===== src/rtl/des_key_schedule_if.sv =====
// Request/response bundle between a DES key-schedule master and the schedule engine.
// Optional port decrypt exists only when DES_KEY_SCHEDULE_DECRYPT_EN is defined.
interface des_key_schedule_if;
  logic         start;
  logic [1:64]  key;
`ifdef DES_KEY_SCHEDULE_DECRYPT_EN
  logic         decrypt;
`endif
  logic         busy;
  logic         done;
  logic [1:768] round_keys;

`ifdef DES_KEY_SCHEDULE_DECRYPT_EN
  modport master (output start, key, decrypt, input busy, done, round_keys);
  modport slave  (input start, key, decrypt, output busy, done, round_keys);
`else
  modport master (output start, key, input busy, done, round_keys);
  modport slave  (input start, key, output busy, done, round_keys);
`endif
endinterface


===== src/rtl/des_key_schedule.sv =====
// Iterative DES key schedule: one 48-bit round key per clock, packed K1..K16 into a 768-bit bus.
// Define DES_KEY_SCHEDULE_DECRYPT_EN to add the decrypt input (reverse key order).
module des_key_schedule (
  input  logic             clk,
  input  logic             rst_n,
  des_key_schedule_if.slave bus
);

  localparam int unsigned Pc1Table [56] = '{
    57, 49, 41, 33, 25, 17,  9,  1, 58, 50, 42, 34, 26, 18,
    10,  2, 59, 51, 43, 35, 27, 19, 11,  3, 60, 52, 44, 36,
    63, 55, 47, 39, 31, 23, 15,  7, 62, 54, 46, 38, 30, 22,
    14,  6, 61, 53, 45, 37, 29, 21, 13,  5, 28, 20, 12,  4
  };

  localparam int unsigned Pc2Table [48] = '{
    14, 17, 11, 24,  1,  5,  3, 28, 15,  6, 21, 10,
    23, 19, 12,  4, 26,  8, 16,  7, 27, 20, 13,  2,
    41, 52, 31, 37, 47, 55, 30, 40, 51, 45, 33, 48,
    44, 49, 39, 56, 34, 53, 46, 42, 50, 36, 29, 32
  };

  typedef enum logic [1:0] {StIdle, StRound, StFinish} state_e;

  state_e       state_q, state_d;
  logic [3:0]   cnt_q, cnt_d;
  logic [1:28]  c_q, c_d, d_q, d_d;
  logic [1:768] rk_q, rk_d;
  logic         dec_q, dec_d;
  logic         dec_in;
  logic         busy, done;

  logic [1:56]  pc1;
  logic [1:28]  c_rot, d_rot;
  logic [1:56]  cd_rot;
  logic [1:48]  k_i;
  logic         one_shift;

`ifdef DES_KEY_SCHEDULE_DECRYPT_EN
  assign dec_in = bus.decrypt;
`else
  assign dec_in = 1'b0;
`endif

  for (genvar i = 0; i < 56; i++) begin : g_pc1
    assign pc1[i+1] = bus.key[Pc1Table[i]];
  end

  // Rounds 1, 2, 9 and 16 rotate by one; all others by two (28 bits total).
  assign one_shift = (cnt_q == 4'd0) || (cnt_q == 4'd1) || (cnt_q == 4'd8) || (cnt_q == 4'd15);
  assign c_rot     = one_shift ? {c_q[2:28], c_q[1]} : {c_q[3:28], c_q[1:2]};
  assign d_rot     = one_shift ? {d_q[2:28], d_q[1]} : {d_q[3:28], d_q[1:2]};
  assign cd_rot    = {c_rot, d_rot};

  for (genvar j = 0; j < 48; j++) begin : g_pc2
    assign k_i[j+1] = cd_rot[Pc2Table[j]];
  end

  // Parity bits of the key and the eight C/D bits PC-2 drops are intentionally unused.
  logic unused_bits;
  assign unused_bits = ^{bus.key[8], bus.key[16], bus.key[24], bus.key[32], bus.key[40],
                         bus.key[48], bus.key[56], bus.key[64],
                         cd_rot[9], cd_rot[18], cd_rot[22], cd_rot[25],
                         cd_rot[35], cd_rot[38], cd_rot[43], cd_rot[54]};

  always_comb begin
    state_d = state_q;
    cnt_d   = cnt_q;
    c_d     = c_q;
    d_d     = d_q;
    rk_d    = rk_q;
    dec_d   = dec_q;
    busy    = 1'b0;
    done    = 1'b0;
    unique case (state_q)
      StIdle: begin
        if (bus.start) begin
          c_d     = pc1[1:28];
          d_d     = pc1[29:56];
          cnt_d   = 4'd0;
          dec_d   = dec_in;
          state_d = StRound;
        end
      end
      StRound: begin
        busy  = 1'b1;
        c_d   = c_rot;
        d_d   = d_rot;
        cnt_d = cnt_q + 4'd1;
        rk_d  = dec_q ? {k_i, rk_q[1:720]} : {rk_q[49:768], k_i};
        if (cnt_q == 4'd15) begin
          state_d = StFinish;
        end
      end
      StFinish: begin
        done    = 1'b1;
        state_d = StIdle;
      end
      default: state_d = StIdle;
    endcase
  end

  always_ff @(posedge clk) begin
    if (!rst_n) begin
      state_q <= StIdle;
      cnt_q   <= 4'd0;
      c_q     <= '0;
      d_q     <= '0;
      rk_q    <= '0;
      dec_q   <= 1'b0;
    end else begin
      state_q <= state_d;
      cnt_q   <= cnt_d;
      c_q     <= c_d;
      d_q     <= d_d;
      rk_q    <= rk_d;
      dec_q   <= dec_d;
    end
  end

  assign bus.busy       = busy;
  assign bus.done       = done;
  assign bus.round_keys = rk_q;

endmodule


===== src/flat_wrapper.sv =====
// flat-port wrapper written by rule: the top's interface ports become plain ports
module des_key_schedule_flat 
  (clk, rst_n, bus_start, bus_key, bus_busy, bus_done, bus_round_keys);
  des_key_schedule_if bus_i ();
  input  logic clk;
  input  logic rst_n;
  input wire logic [$bits(bus_i.start)-1:0] bus_start;
  input wire logic [$bits(bus_i.key)-1:0] bus_key;
  output wire logic [$bits(bus_i.busy)-1:0] bus_busy;
  output wire logic [$bits(bus_i.done)-1:0] bus_done;
  output wire logic [$bits(bus_i.round_keys)-1:0] bus_round_keys;
  assign bus_i.start = bus_start;
  assign bus_i.key = bus_key;
  assign bus_busy = bus_i.busy;
  assign bus_done = bus_i.done;
  assign bus_round_keys = bus_i.round_keys;
  des_key_schedule u_core (.clk(clk), .rst_n(rst_n), .bus(bus_i));
endmodule

===== config.mk =====
export PLATFORM = sky130hd
export DESIGN_NAME = des_key_schedule_flat
export DESIGN_NICKNAME = d
export VERILOG_FILES = /design/src/rtl/des_key_schedule_if.sv /design/src/rtl/des_key_schedule.sv /design/src/flat_wrapper.sv
export SDC_FILE = /design/constraint.sdc
export NUM_CORES = 2
export LEC_CHECK = 0
export ABC_AREA = 1
export BUFFER_PORTS_ARGS = -buffer_cell sky130_fd_sc_hd__buf_2
export CORE_MARGIN = 2
export CORE_UTILIZATION = 25
export DETAILED_ROUTE_END_ITERATION = 10
export PLACE_DENSITY = 0.51
export SYNTH_ARGS = -nofsm -noshare
export SYNTH_HDL_FRONTEND = slang
export SYNTH_SLANG_ARGS = --single-unit
export TNS_END_PERCENT = 10

===== constraint.sdc =====
create_clock -name clk -period 2.15 [get_ports clk]
set_input_delay 0.645 -clock clk [delete_from_list [all_inputs] [get_ports clk]]
set_output_delay 0.645 -clock clk [all_outputs]
set_load 0.05 [all_outputs]

# Word level (Yosys, flattened, before mapping)
# Index checks and enable logic that the tools add are counted.
# classes
n_reduce_logical,8
addsub,1
muxes,13
n_eq_ne,7
# ops
operator,count
28-bit 2-to-1 mux,4
28-bit case mux with 2 select lines,2
"4-bit == test, second input constant",2
4-bit case mux with 2 select lines,1
"4-bit by 1-bit adder with 4-bit output, second input constant",1
"4-bit by 1-bit == test with 1-bit output, second input constant",1
4-bit zero test,1
2-bit 2-to-1 mux,2
4-bit 2-to-1 mux,1
2-bit case mux with 2 select lines,1
2-bit AND reduction,2
1-bit logical OR,3
"2-bit by 1-bit == test with 1-bit output, second input constant",1
"2-bit == test, second input constant",1
2-bit zero test,1
1-bit 2-to-1 mux,2
"2-bit by 1-bit != test with 1-bit output, second input constant",1
"2-bit != test, second input constant",1
2-bit nonzero test,1
# word_totals
out_inout_bits,770
register_bits,830
in_bits,67
wordCells,34

# Depth between registers and ports, before layout
# depth
word_depth,6
ltp_mapped,11
depth_no_buf,9

# Least setup slack after synthesis
# OpenSTA, ideal clock, no wires.
# synth_timing
kind,reg2out
start,register u_core.state_q[0]
end,output bus_busy
path_buffers,2
arrival_time_ns,1.019
slack_ns,0.486
path_stages_with_launch,5
required_ns,1.505
path_cell_list,dfxtp_1 -> nand2_2 -> inv_2 -> buf_4 -> buf_2
# synth_between
elab_chain_cells,2
# synth_lines
item,line_no,source
from (decl),des_key_schedule.sv:25,"state_e state_q, state_d;"
from (signal assigned),des_key_schedule.sv:105,state_q <= StIdle;
from (signal assigned),des_key_schedule.sv:112,state_q <= state_d;
2-bit by 1-bit == test with 1-bit output,des_key_schedule.sv:75,unique case (state_q)
1-bit 2-to-1 mux,des_key_schedule.sv:75,
to (decl),flat_wrapper.sv:9,output wire logic [$bits(bus_i.busy)-1:0] bus_busy;
# No other way between the ends.

# Final worst setup path
# layout_timing
start,register u_core.state_q[1]
end,output bus_busy
# The elaborated chain is that of the path after synthesis.

==> metrics.cfg <==
[finish]
nNetsFinal=4651
final_cell_mix=1443 x nor2_1, 813 x dfxtp_1, 803 x o21ai_0
final_cells=6193
syn2layout_area_growth_pct=33.44
utilization_pct=33.70
layout_commonest_cell=nor2_1
drive_above_1_share_pct=24.72

[routing]
routed_via_density=4.541
remaining_drc_errors=0
wl_per_cell_um=20.48
antenna_left=0
wl_um=126800
dr.pass1.iters=5
via_count=28120
drtIter0Drc=1989

[logic_synthesis]
muxShareOfSynthArea_pct=0
avgSynthCellArea_um2=7.711
syn_inst=3816
synthSimpleGateAreaFrac_pct=21.90
yosys.area_share.adder_pct=0.1276
ys_ff_latch=830
synth_top_family_by_area=simple AND/OR/NAND/NOR gates
yosysSeqAreaShare_pct=56.47
synth.distinct_cells=21
syn_area_um2=29420
synth_compound_area_share_pct=16.06
synthXorXnorAreaFrac_pct=0
synth_nets=3886
yosys_warnings=0

[global_route]
grt_pass1_vias=26130
grt-ovfl-total=0
use_met1_pct=23.64
grt_pass1_wl_um=179900
gr-usage-all-layers_pct=20.01
globalRouteMet2Util_pct=33.42
top_usage_layer=met2
grt_max_degree=89
use_met3_pct=7.441
antenna_found_initial=17

[critical_path]
crit_family=buffers and inverters
critPathRequiredTime_ns=1.50
end_kind=primary output
worstPathMaxFanout=9
critical_path_class=reg -> out
crit_chain=inv_4 > nand2_8 > inv_16 > buf_12
cpPeakStageDelay_ns=0.32
critPathArrivalTime_ns=1.48
crit_path_start_kind=flop
worst_path_max_delay_cell=dfxtp_2
critPathBufInv=3
rr_startpoint=u_core.state_q[1]
worstSetupStartpoint=u_core.state_q[1]

[power_and_ir_drop]
p_seq_share_pct=38.4
p_leak_nw=17.86
intPower_mw=30.37
swShare_pct=37.15
switching_power_mw=17.95
ir_drop_v=0.0006480
p_clk_share_pct=36.0
combPwrFrac_pct=25.6
power.density_nw_per_um2=1231
p_total_mw=48.32

[floorplan]
rows=125
io_pins=837
die_area_um2=120500
fp.dieH_um=347.1
start_util_pct=25.25
die_w_um=347.1
core_area_um2=116500

[placement]
place_congestion=0.8629
io_buffers=828
placed_cells=6005
dp_hpwl_um=94890

[timing]
worstMarginPinSlew_ns=0.8741
clock_skew_ns=0.03706
slew_viol_final=0
max_freq_mhz=471.5
grt_setup_unrepaired=true
setup_viol=0
finalCritPeriodShare_pct=98.65
fin_crit_ns=2.121
holdWs_ns=0.2768
maxSlewHeadroom_pct=41.11
hold_viol=0

[clocking]
cts-root-buf=clkbuf_16
clock_path_buffers=3
clock_sinks=830
insertion_delay_ns=0.68
cts_tree=done
cts_buffers=95
cts_max_level=3
clk_pin_slew_worst_paths_ns=0.06

[hold_path]
hp-start=bus_key[29]
hold_path.class=in -> reg

[outcome]
outcome=completed

[job]
max_cap_violations=0

==> power groups by stage <==
| stage | registers [mW] | clock network [mW] | logic [mW] |
|---|---|---|---|
| 3_5_place_dp | 18.9 | 0 | 12.4 |
| 2_1_floorplan | 23.6 | 0 | 3.59 |
| 5_1_grt | 18.8 | 18.4 | 13.2 |
| 3_3_place_gp | 18.9 | 0 | 12.4 |
| 4_1_cts | 18.6 | 17.8 | 12.5 |
| 6_report | 18.6 | 17.4 | 12.3 |
==> state kept, by name, indices dropped and copies added (netlist names) <==
| name | cells |
|---|---|
| u_core.cnt_q | 4 |
| u_core.state_q | 2 |
| u_core.bus.round_keys | 768 |
| u_core.c_q | 28 |
| u_core.d_q | 28 |
==> tightest hold or removal path: stages <==
cell and delay (ns):
buf_2 0.07, o21ai_0 0.07, a21oi_1 0.13
==> path summary, 6_finish.rpt <==
check / depth (start not counted) / slack (ns) / end
max: 4 / 0.03 / bus_busy
min: 3 / 0.28 / u_core.c_q[20]
max reg2reg: 7 / 0.15 / u_core.d_q[1]
min reg2reg: 2 / 0.47 / u_core.bus.round_keys[38]
==> layer usage <==
metal / up-vias / wire (um) / share of wire [%]
met5: - / 26 / 0.021
met4: 4 / 3848 / 3.0
met3: 160 / 11370 / 9.0
met2: 865 / 59910 / 47
met1: 13180 / 51650 / 41
li1: 13910 / - / -
==> synth_stat cells <==
library cell | number | area [um2]
inv_2 | 4 | 15.01
nand3_2 | 1 | 10.01
nand2_1 | 114 | 427.9
nor3_1 | 1 | 5.000
o21ai_0 | 806 | 4034
clkbuf_1 | 161 | 604.3
ha_1 | 3 | 37.54
nand2_2 | 1 | 6.260
a21oi_1 | 107 | 535.5
buf_2 | 115 | 575.6
a22oi_1 | 1 | 7.510
clkbuf_2 | 9 | 45.04
nor2_1 | 1443 | 5416
nor2_2 | 1 | 6.260
nand3_1 | 113 | 565.5
nand4_1 | 1 | 6.260
buf_4 | 7 | 52.55
inv_1 | 61 | 229.0
o21ai_1 | 30 | 150.1
dfxtp_1 | 830 | 16620
buf_6 | 7 | 78.83
==> area by class of cell <==
class / instances / area [um2]
Antenna cell: 8 / 20.02
Clock buffer: 141 / 2864
Clock inverter: 36 / 523.0
Fill cell: 12650 / 77260
Inverter: 65 / 262.8
Multi-Input combinational cell: 2623 / 11240
Sequential cell: 830 / 16640
Tap cell: 1524 / 1907
Timing Repair Buffer: 966 / 5803
==> cells by family (layout without fill, tap and decap cells) <==
kind of cell	after synthesis	after routing
buffers and inverters	364	1208
flip-flops	830	830
AND/OR/NAND/NOR	1675	1676
other	0	8
AO/OA/AOI/OAI	944	944
adder cells (fa/ha/maj)	3	3
==> through the flow <==
stage | cell area (um2) | TNS, ns | setup slack [ns]
2_1_floorplan | 29420 | 0 | 0.4858
3_3_place_gp | 35630 | -0.01708 | -0.01708
3_5_place_dp | 35630 | -0.02493 | -0.02493
4_1_cts | 39220 | -0.04920 | -0.02792
5_1_grt | 39260 | -0.07053 | -0.03919
6_report | 39260 | 0 | 0.02912
==> what timing repair did <==
action,CTS,global route
setup buffers,2,0
hold buffers,0,0
gates resized for setup,76,9
cloned,1,0
endpoints found under the setup margin,54,11
pin swaps,1,0
Note: power is estimated with default switching activity, not from simulation.
